## src/rtl/cla_operand_gen.sv

```systemverilog
// Synthesizable operand source for carry-lookahead adder bring-up: masked LFSR pairs over valid/ready.
// Optional result checker enabled by defining CLA_OPGEN_CHECK_EN.
module cla_operand_gen #(
    parameter int                WIDTH2 = 8,
    parameter logic [WIDTH2-1:0] SEED_A = WIDTH2'(1),
    parameter logic [WIDTH2-1:0] SEED_B = WIDTH2'(2)
) (
    input  logic              clk,
    input  logic              rst_n,
    input  logic              start,
    input  logic [WIDTH2-1:0] count,
    input  logic [WIDTH2-1:0] mask,
    output logic [WIDTH2-1:0] a,
    output logic [WIDTH2-1:0] b,
    output logic              op_valid,
    input  logic              op_ready,
    output logic              busy,
    output logic              done,
    output logic [WIDTH2-1:0] issued
`ifdef CLA_OPGEN_CHECK_EN
    ,
    input  logic [WIDTH2:0]   result,
    output logic              mismatch,
    output logic [WIDTH2-1:0] err_count
`endif
);

    generate
        if (WIDTH2 != 4 && WIDTH2 != 8 && WIDTH2 != 16 && WIDTH2 != 32) begin : g_bad_width
            $error("cla_operand_gen: WIDTH2 must be 4, 8, 16 or 32");
        end
    endgenerate

    // Feedback taps are the polynomial exponents minus one, packed as a bit mask.
    localparam logic [31:0] TAPS_32 =
        (WIDTH2 == 4)  ? 32'h0000_000C :
        (WIDTH2 == 8)  ? 32'h0000_00B8 :
        (WIDTH2 == 16) ? 32'h0000_D008 :
                         32'h8020_0003;
    localparam logic [WIDTH2-1:0] TAP_MASK   = TAPS_32[WIDTH2-1:0];
    localparam logic [WIDTH2-1:0] ONE        = WIDTH2'(1);
    localparam logic [WIDTH2-1:0] SEED_A_EFF = (SEED_A == '0) ? ONE : SEED_A;
    localparam logic [WIDTH2-1:0] SEED_B_EFF = (SEED_B == '0) ? ONE : SEED_B;

    typedef enum logic [1:0] {
        S_IDLE = 2'd0,
        S_RUN  = 2'd1,
        S_DONE = 2'd2
    } state_t;

    state_t            state;
    logic [WIDTH2-1:0] lfsr_a;
    logic [WIDTH2-1:0] lfsr_b;
    logic [WIDTH2-1:0] lfsr_a_nxt;
    logic [WIDTH2-1:0] lfsr_b_nxt;
    logic [WIDTH2-1:0] count_q;
    logic [WIDTH2-1:0] mask_q;
    logic [WIDTH2-1:0] issued_nxt;
    logic              xfer;
    logic              start_acc;

    assign lfsr_a_nxt = {lfsr_a[WIDTH2-2:0], ^(lfsr_a & TAP_MASK)};
    assign lfsr_b_nxt = {lfsr_b[WIDTH2-2:0], ^(lfsr_b & TAP_MASK)};
    assign issued_nxt = issued + ONE;
    assign xfer       = op_valid && op_ready;
    assign start_acc  = (state == S_IDLE) && start;

    // Seeds are presented on the start edge itself so the first pair is ready one cycle later.
    always_ff @(posedge clk or negedge rst_n) begin
        if (!rst_n) begin
            state    <= S_IDLE;
            lfsr_a   <= SEED_A_EFF;
            lfsr_b   <= SEED_B_EFF;
            count_q  <= '0;
            mask_q   <= '0;
            a        <= '0;
            b        <= '0;
            op_valid <= 1'b0;
            busy     <= 1'b0;
            done     <= 1'b0;
            issued   <= '0;
        end else begin
            done <= 1'b0;
            case (state)
                S_IDLE: begin
                    if (start) begin
                        count_q <= count;
                        mask_q  <= mask;
                        lfsr_a  <= SEED_A_EFF;
                        lfsr_b  <= SEED_B_EFF;
                        a       <= SEED_A_EFF & mask;
                        b       <= SEED_B_EFF & mask;
                        issued  <= '0;
                        if (count != '0) begin
                            state    <= S_RUN;
                            op_valid <= 1'b1;
                            busy     <= 1'b1;
                        end else begin
                            state <= S_DONE;
                            done  <= 1'b1;
                        end
                    end
                end
                S_RUN: begin
                    if (xfer) begin
                        lfsr_a <= lfsr_a_nxt;
                        lfsr_b <= lfsr_b_nxt;
                        a      <= lfsr_a_nxt & mask_q;
                        b      <= lfsr_b_nxt & mask_q;
                        issued <= issued_nxt;
                        if (issued_nxt == count_q) begin
                            state    <= S_DONE;
                            op_valid <= 1'b0;
                            busy     <= 1'b0;
                            done     <= 1'b1;
                        end
                    end
                end
                S_DONE: begin
                    state <= S_IDLE;
                end
                default: begin
                    state <= S_IDLE;
                end
            endcase
        end
    end

`ifdef CLA_OPGEN_CHECK_EN
    logic [WIDTH2:0] golden;
    assign golden = {1'b0, a} + {1'b0, b};

    // The adder is combinational, so its result is compared in the same cycle as the transfer.
    always_ff @(posedge clk or negedge rst_n) begin
        if (!rst_n) begin
            mismatch  <= 1'b0;
            err_count <= '0;
        end else begin
            mismatch <= 1'b0;
            if (start_acc) begin
                err_count <= '0;
            end else if (xfer && (result != golden)) begin
                mismatch <= 1'b1;
                if (err_count != '1) begin
                    err_count <= err_count + ONE;
                end
            end
        end
    end
`else
    logic unused_start_acc;
    assign unused_start_acc = start_acc;
`endif

endmodule
```

## config.mk

```make
export PLATFORM = sky130hd
export DESIGN_NAME = cla_operand_gen
export DESIGN_NICKNAME = d
export VERILOG_FILES = /design/src/rtl/cla_operand_gen.sv
export SDC_FILE = /design/constraint.sdc
export NUM_CORES = 1
export LEC_CHECK = 0
export ABC_AREA = 0
export CORE_ASPECT_RATIO = 1.75
export CORE_MARGIN = 1.5
export CORE_UTILIZATION = 44
export CTS_CLUSTER_SIZE = 24
export DETAILED_ROUTE_END_ITERATION = 16
export DONT_BUFFER_PORTS = 1
export PLACE_DENSITY_LB_ADDON = 0.2
export SLEW_MARGIN = 20
export SYNTH_ARGS = -nofsm -noshare
export SYNTH_HDL_FRONTEND = slang
export SYNTH_SLANG_ARGS = --single-unit
```

## constraint.sdc

```tcl
create_clock -name clk -period 2.35 [get_ports clk]
set_input_delay 0.3525 -clock clk [delete_from_list [all_inputs] [get_ports clk]]
set_output_delay 0.3525 -clock clk [all_outputs]
set_load 0.1 [all_outputs]
```

### Yosys cells after proc, flatten, opt, wreduce, memory -nomap -nowiden

Cells that the tools add are included.

| word-level totals | value |
|---|---|
| register bits after elaboration | 60 |
| bits of input ports | 20 |
| output and inout bits | 27 |

| cells by class | value |
|---|---|
| add/sub/neg operators | 1 |
| eq/ne operators | 6 |
| muxes and demuxes | 30 |
| bitwise operators | 2 |
| reduce and logical (&&, ||, !) cells | 10 |

Operator list:

| kind | number |
|---|---|
| 8-bit two-way mux | 10 |
| 8-bit one-hot mux with 2 select lines | 5 |
| 8-bit AND | 2 |
| 8-bit XOR reduction | 2 |
| 8-bit by 1-bit adder with 8-bit output, second input constant | 1 |
| 8-bit equality test | 1 |
| 1-bit two-way mux | 8 |
| 2-bit two-way mux | 4 |
| 8-bit nonzero test | 1 |
| 2-bit inequality test, second input constant | 3 |
| 3-bit AND reduction | 2 |
| 5-bit AND reduction | 1 |
| 1-bit one-hot mux with 2 select lines | 2 |
| 2-bit one-hot mux with 2 select lines | 1 |
| 2-bit by 1-bit equality test with 1-bit output, second input constant | 1 |
| 2-bit zero test | 1 |
| 2-bit by 1-bit inequality test with 1-bit output, second input constant | 1 |
| 2-bit AND reduction | 1 |
| 2-bit nonzero test | 1 |
| 1-bit logical AND | 1 |

### Logic depth before layout (Yosys ltp)

| depth | value |
|---|---|
| depth in word-level cells | 5 |
| depth in mapped cells | 8 |
| mapped depth without buffers | 6 |

### Least setup slack after synthesis

Ideal clock, no wire load.

| timing | value |
|---|---|
| kind | register to register |
| start point | reg issued[0] |
| end point | reg busy |
| arrival time | 2501 ps |
| data required time | 2225 ps |
| slack | -276 ps |
| stages on the path, launching flop included | 7 |
| path buffers | 0 |
| cells stage by stage | dfrtp_1 -> ha_1 -> nand3_2 -> or3_1 -> a221oi_2 -> o211ai_2 -> o22a_1 |

| on the way | value |
|---|---|
| cells in the longest elaborated chain, start to end | 4 |

Ends and longest elaborated chain:

| what | RTL line | RTL |
|---|---|---|
| start, declared | 19 | `output logic [WIDTH2-1:0] issued` |
| start signal, assigned | 110 | `issued <= issued_nxt;` |
| 8-bit by 1-bit adder with 8-bit output | 64 | `assign issued_nxt = issued + ONE;` |
| 8-bit equality test | 111 | `if (issued_nxt == count_q) begin` |
| 2-bit inequality test (no line) | -- |  |
| 5-bit AND reduction (no line) | -- |  |
| end signal, assigned | 79 | `busy <= 1'b0;` |
| end signal, assigned | 97 | `busy <= 1'b1;` |
| end signal, assigned | 114 | `busy <= 1'b0;` |
| end, declared | 17 | `output logic busy,` |

No other way between the ends.
A chain may end at the register's enable or synchronous reset.

### Worst setup path after layout

| timing | value |
|---|---|
| start point | reg issued[1] |
| end point | reg busy |

The elaborated chain is that of the path after synthesis.

==> impl_metrics.tcl <==
set metrics [dict create \
    status "finished clean" \
    grt_max_degree 61 \
    critPathKind "reg2reg" \
    clkPwrFrac_pct 16.9 \
    layout_common_cells "60 x nand2_1, 54 x dfrtp_1, 15 x a22o_1" \
    worstPathArrival_ps 2200 \
    die_h_um 105 \
    syn_to_final_growth_pct 14.1 \
    die_w_um 61.4 \
    antenna_found_initial 0 \
    crit_path_top_delay_cell "dfrtp_2" \
    synth_area_per_cell_um2 10.6 \
    crit_buf_inv 0 \
    stdcell_area_mm2 0.00299 \
    p_sw_mw 2.36 \
    cts_tree "done" \
    powerDensity_mw_per_mm2 1620 \
    fin_util_pct 51.3 \
    io_pins 47 \
    wl_mm 6.00 \
    root_buffer "clkbuf_8" \
    drive_above_1_share_pct 16.6 \
    setup_viol 0 \
    worstPathMaxFanout 6 \
    firstDrtPassIters 5 \
    gr-total-overflow 0 \
    ys_types 44 \
    die_area_mm2 0.00646 \
    vias_per_cell 5.54 \
    combPwrFrac_pct 34.9 \
    finalCriticalPeriod_ps 1980 \
    final_common_cell "nand2_1" \
    grt_pass1_vias 1882 \
    cp-start-kind "flip-flop" \
    tns_ps 0 \
    synth_edf_count 0 \
    core-area_mm2 0.00583 \
    peakVddDrop_mv 0.682 \
    cts_buffer_depth 2 \
    p_total_mw 4.84 \
    cts_num_sinks 60 \
    num_antenna_cells 0 \
    drv_cap 0 \
    cp-end-kind "flip-flop" \
    maxSlewViolCount 0 \
    hold_slack_ps 118 \
    hold_class "in2reg" \
    drt_iter0_drc 104 \
    drc 0 \
    async_flop_share_pct 100 \
    cpLargestDelayFamily "compound AO/OA/AOI/OAI gates" \
    layout.nets 282 \
    vias 1901 \
    mappedNetlistArea_mm2 0.00263 \
    synthCells 247 \
    ys_seq_elements 60 \
    power.leakage_nw 1.39 \
    synth_seq_area_share_pct 57.3 \
    max_freq_mhz 505 \
    seqPwrFrac_pct 48.2 \
    required_ps 2570 \
    relSlewSlack_pct 39.0 \
    rsz0062_at_grt "false" \
    skew_ps 10.7 \
    htreeDepth 3 \
    fin_crit_sh_pct 84.2 \
    grt_pass1_wl_mm 9.75 \
    worst_pin_slew_ps 915 \
    postRouteAntennaNets 0 \
    avgRoutedWirePerCell_um 17.5 \
    ys.warnings.count 0 \
    start_util_pct 45.0 \
    dpl-instance-area_mm2 0.00279 \
    rows 37 \
    hpwl_mm 4.13 \
    swShare_pct 48.8 \
    grt_usage_pct 21.0 \
    synthesis.nets 268 \
    max_stage_delay_ps 400 \
    worstPathCellList "ha_1 -> nand3_2 -> or3_1 -> a221oi_2 -> o211ai_2 -> o22a_1" \
    place_congestion 0.835 \
    ys.flop_type "dfrtp_1" \
    port_buffers 0 \
    cts_made_buffers 9 \
    clock_latency_ps 340 \
    p_int_mw 2.48 \
    hold_viol 0 \
    path_clk_slew_ps 70 \
]
layout make-up:
type                    instances  area [um2]
clock buffers                  13         159
clock inverters                 2        10.0
flip-flops and latches         60        1510
fillers                       570        2840
inverters                       1        3.75
well taps                      78        97.6
multi-input cells             172        1050
repair buffers                 17         163
cell usage after synthesis, types with 4 or more instances:
| cell type | count | area (um2) |
|---|---|---|
| o21ai_0 | 13 | 65.1 |
| nor3_1 | 5 | 25.0 |
| xnor2_1 | 9 | 78.8 |
| buf_2 | 4 | 20.0 |
| nand2_1 | 60 | 225 |
| dfrtp_1 | 58 | 1450 |
| nor2_1 | 11 | 41.3 |
| a22o_1 | 15 | 131 |
| clkbuf_1 | 5 | 18.8 |
| a32o_1 | 13 | 130 |
state kept, by name, indices dropped and copies added, names as in the netlist:
register and flops:
a 8, done 1, issued 8, state 2
lfsr_a 8, b 8, count_q 8, busy 1
mask_q 8, lfsr_b 8
final timing paths:
kind | to | slack, ps | depth (start not counted) | from
setup / recovery | busy$_DFFE_PN0P_ | 370 | 6 | issued[1]$_DFFE_PN0P_
hold / removal | count_q[2]$_DFFE_PN0P_ | 120 | 2 | count[2]
setup reg to reg | busy$_DFFE_PN0P_ | 370 | 6 | issued[1]$_DFFE_PN0P_
hold reg to reg | mask_q[0]$_DFFE_PN0P_ | 500 | 2 | mask_q[0]$_DFFE_PN0P_
max in group asynchronous | lfsr_a[0]$_DFFE_PN1P_ | 1490 | 2 | rst_n
min in group asynchronous | count_q[2]$_DFFE_PN0P_ | 530 | 2 | rst_n
logic make-up (layout without fill, tap and decap cells):
kind of cell | count (synthesis) | count (layout) | share of synthesized area, %
buffers and inverters | 15 | 33 | 2.62
adders and majority gates | 1 | 1 | 0.477
DFF | 60 | 60 | 57.3
and+or+nand+nor | 96 | 96 | 16.3
xor gates and xnor gates | 12 | 12 | 4.00
AOI/OAI and AO/OA | 62 | 62 | 18.9
muxes | 1 | 1 | 0.381
what timing repair did:
item,in CTS,in global routing
buffers inserted,0,0
hold endpoints to repair,60,0
hold buffers,2,0
gates resized for setup,0,0
power by group through the flow:
stage	Sequential, mW	Clock [mW]	Combinational (mW)
final	2.33	0.817	1.69
after global routing	2.39	0.890	1.85
after CTS	2.34	0.834	1.71
after detailed placement	2.36	0	1.68
after global placement	2.35	0	1.66
after floorplan	2.49	0	1.11
layer usage:
layer	track usage, %	vias up	share of wire, %
met2	34.0	35	54
li1	-	910	-
met3	5.69	9	3.6
met4	8.51	0	1.8
met1	25.7	947	41
met5	0	-	0
per-stage QoR:
step | instances | worst slack [ps]
2_1_floorplan | 247 | 23.8
3_3_place_gp | 326 | 417
3_5_place_dp | 326 | 409
4_1_cts | 343 | 377
5_1_grt | 343 | 267
6_report | 343 | 371
Power figures use the tool's default switching activity.
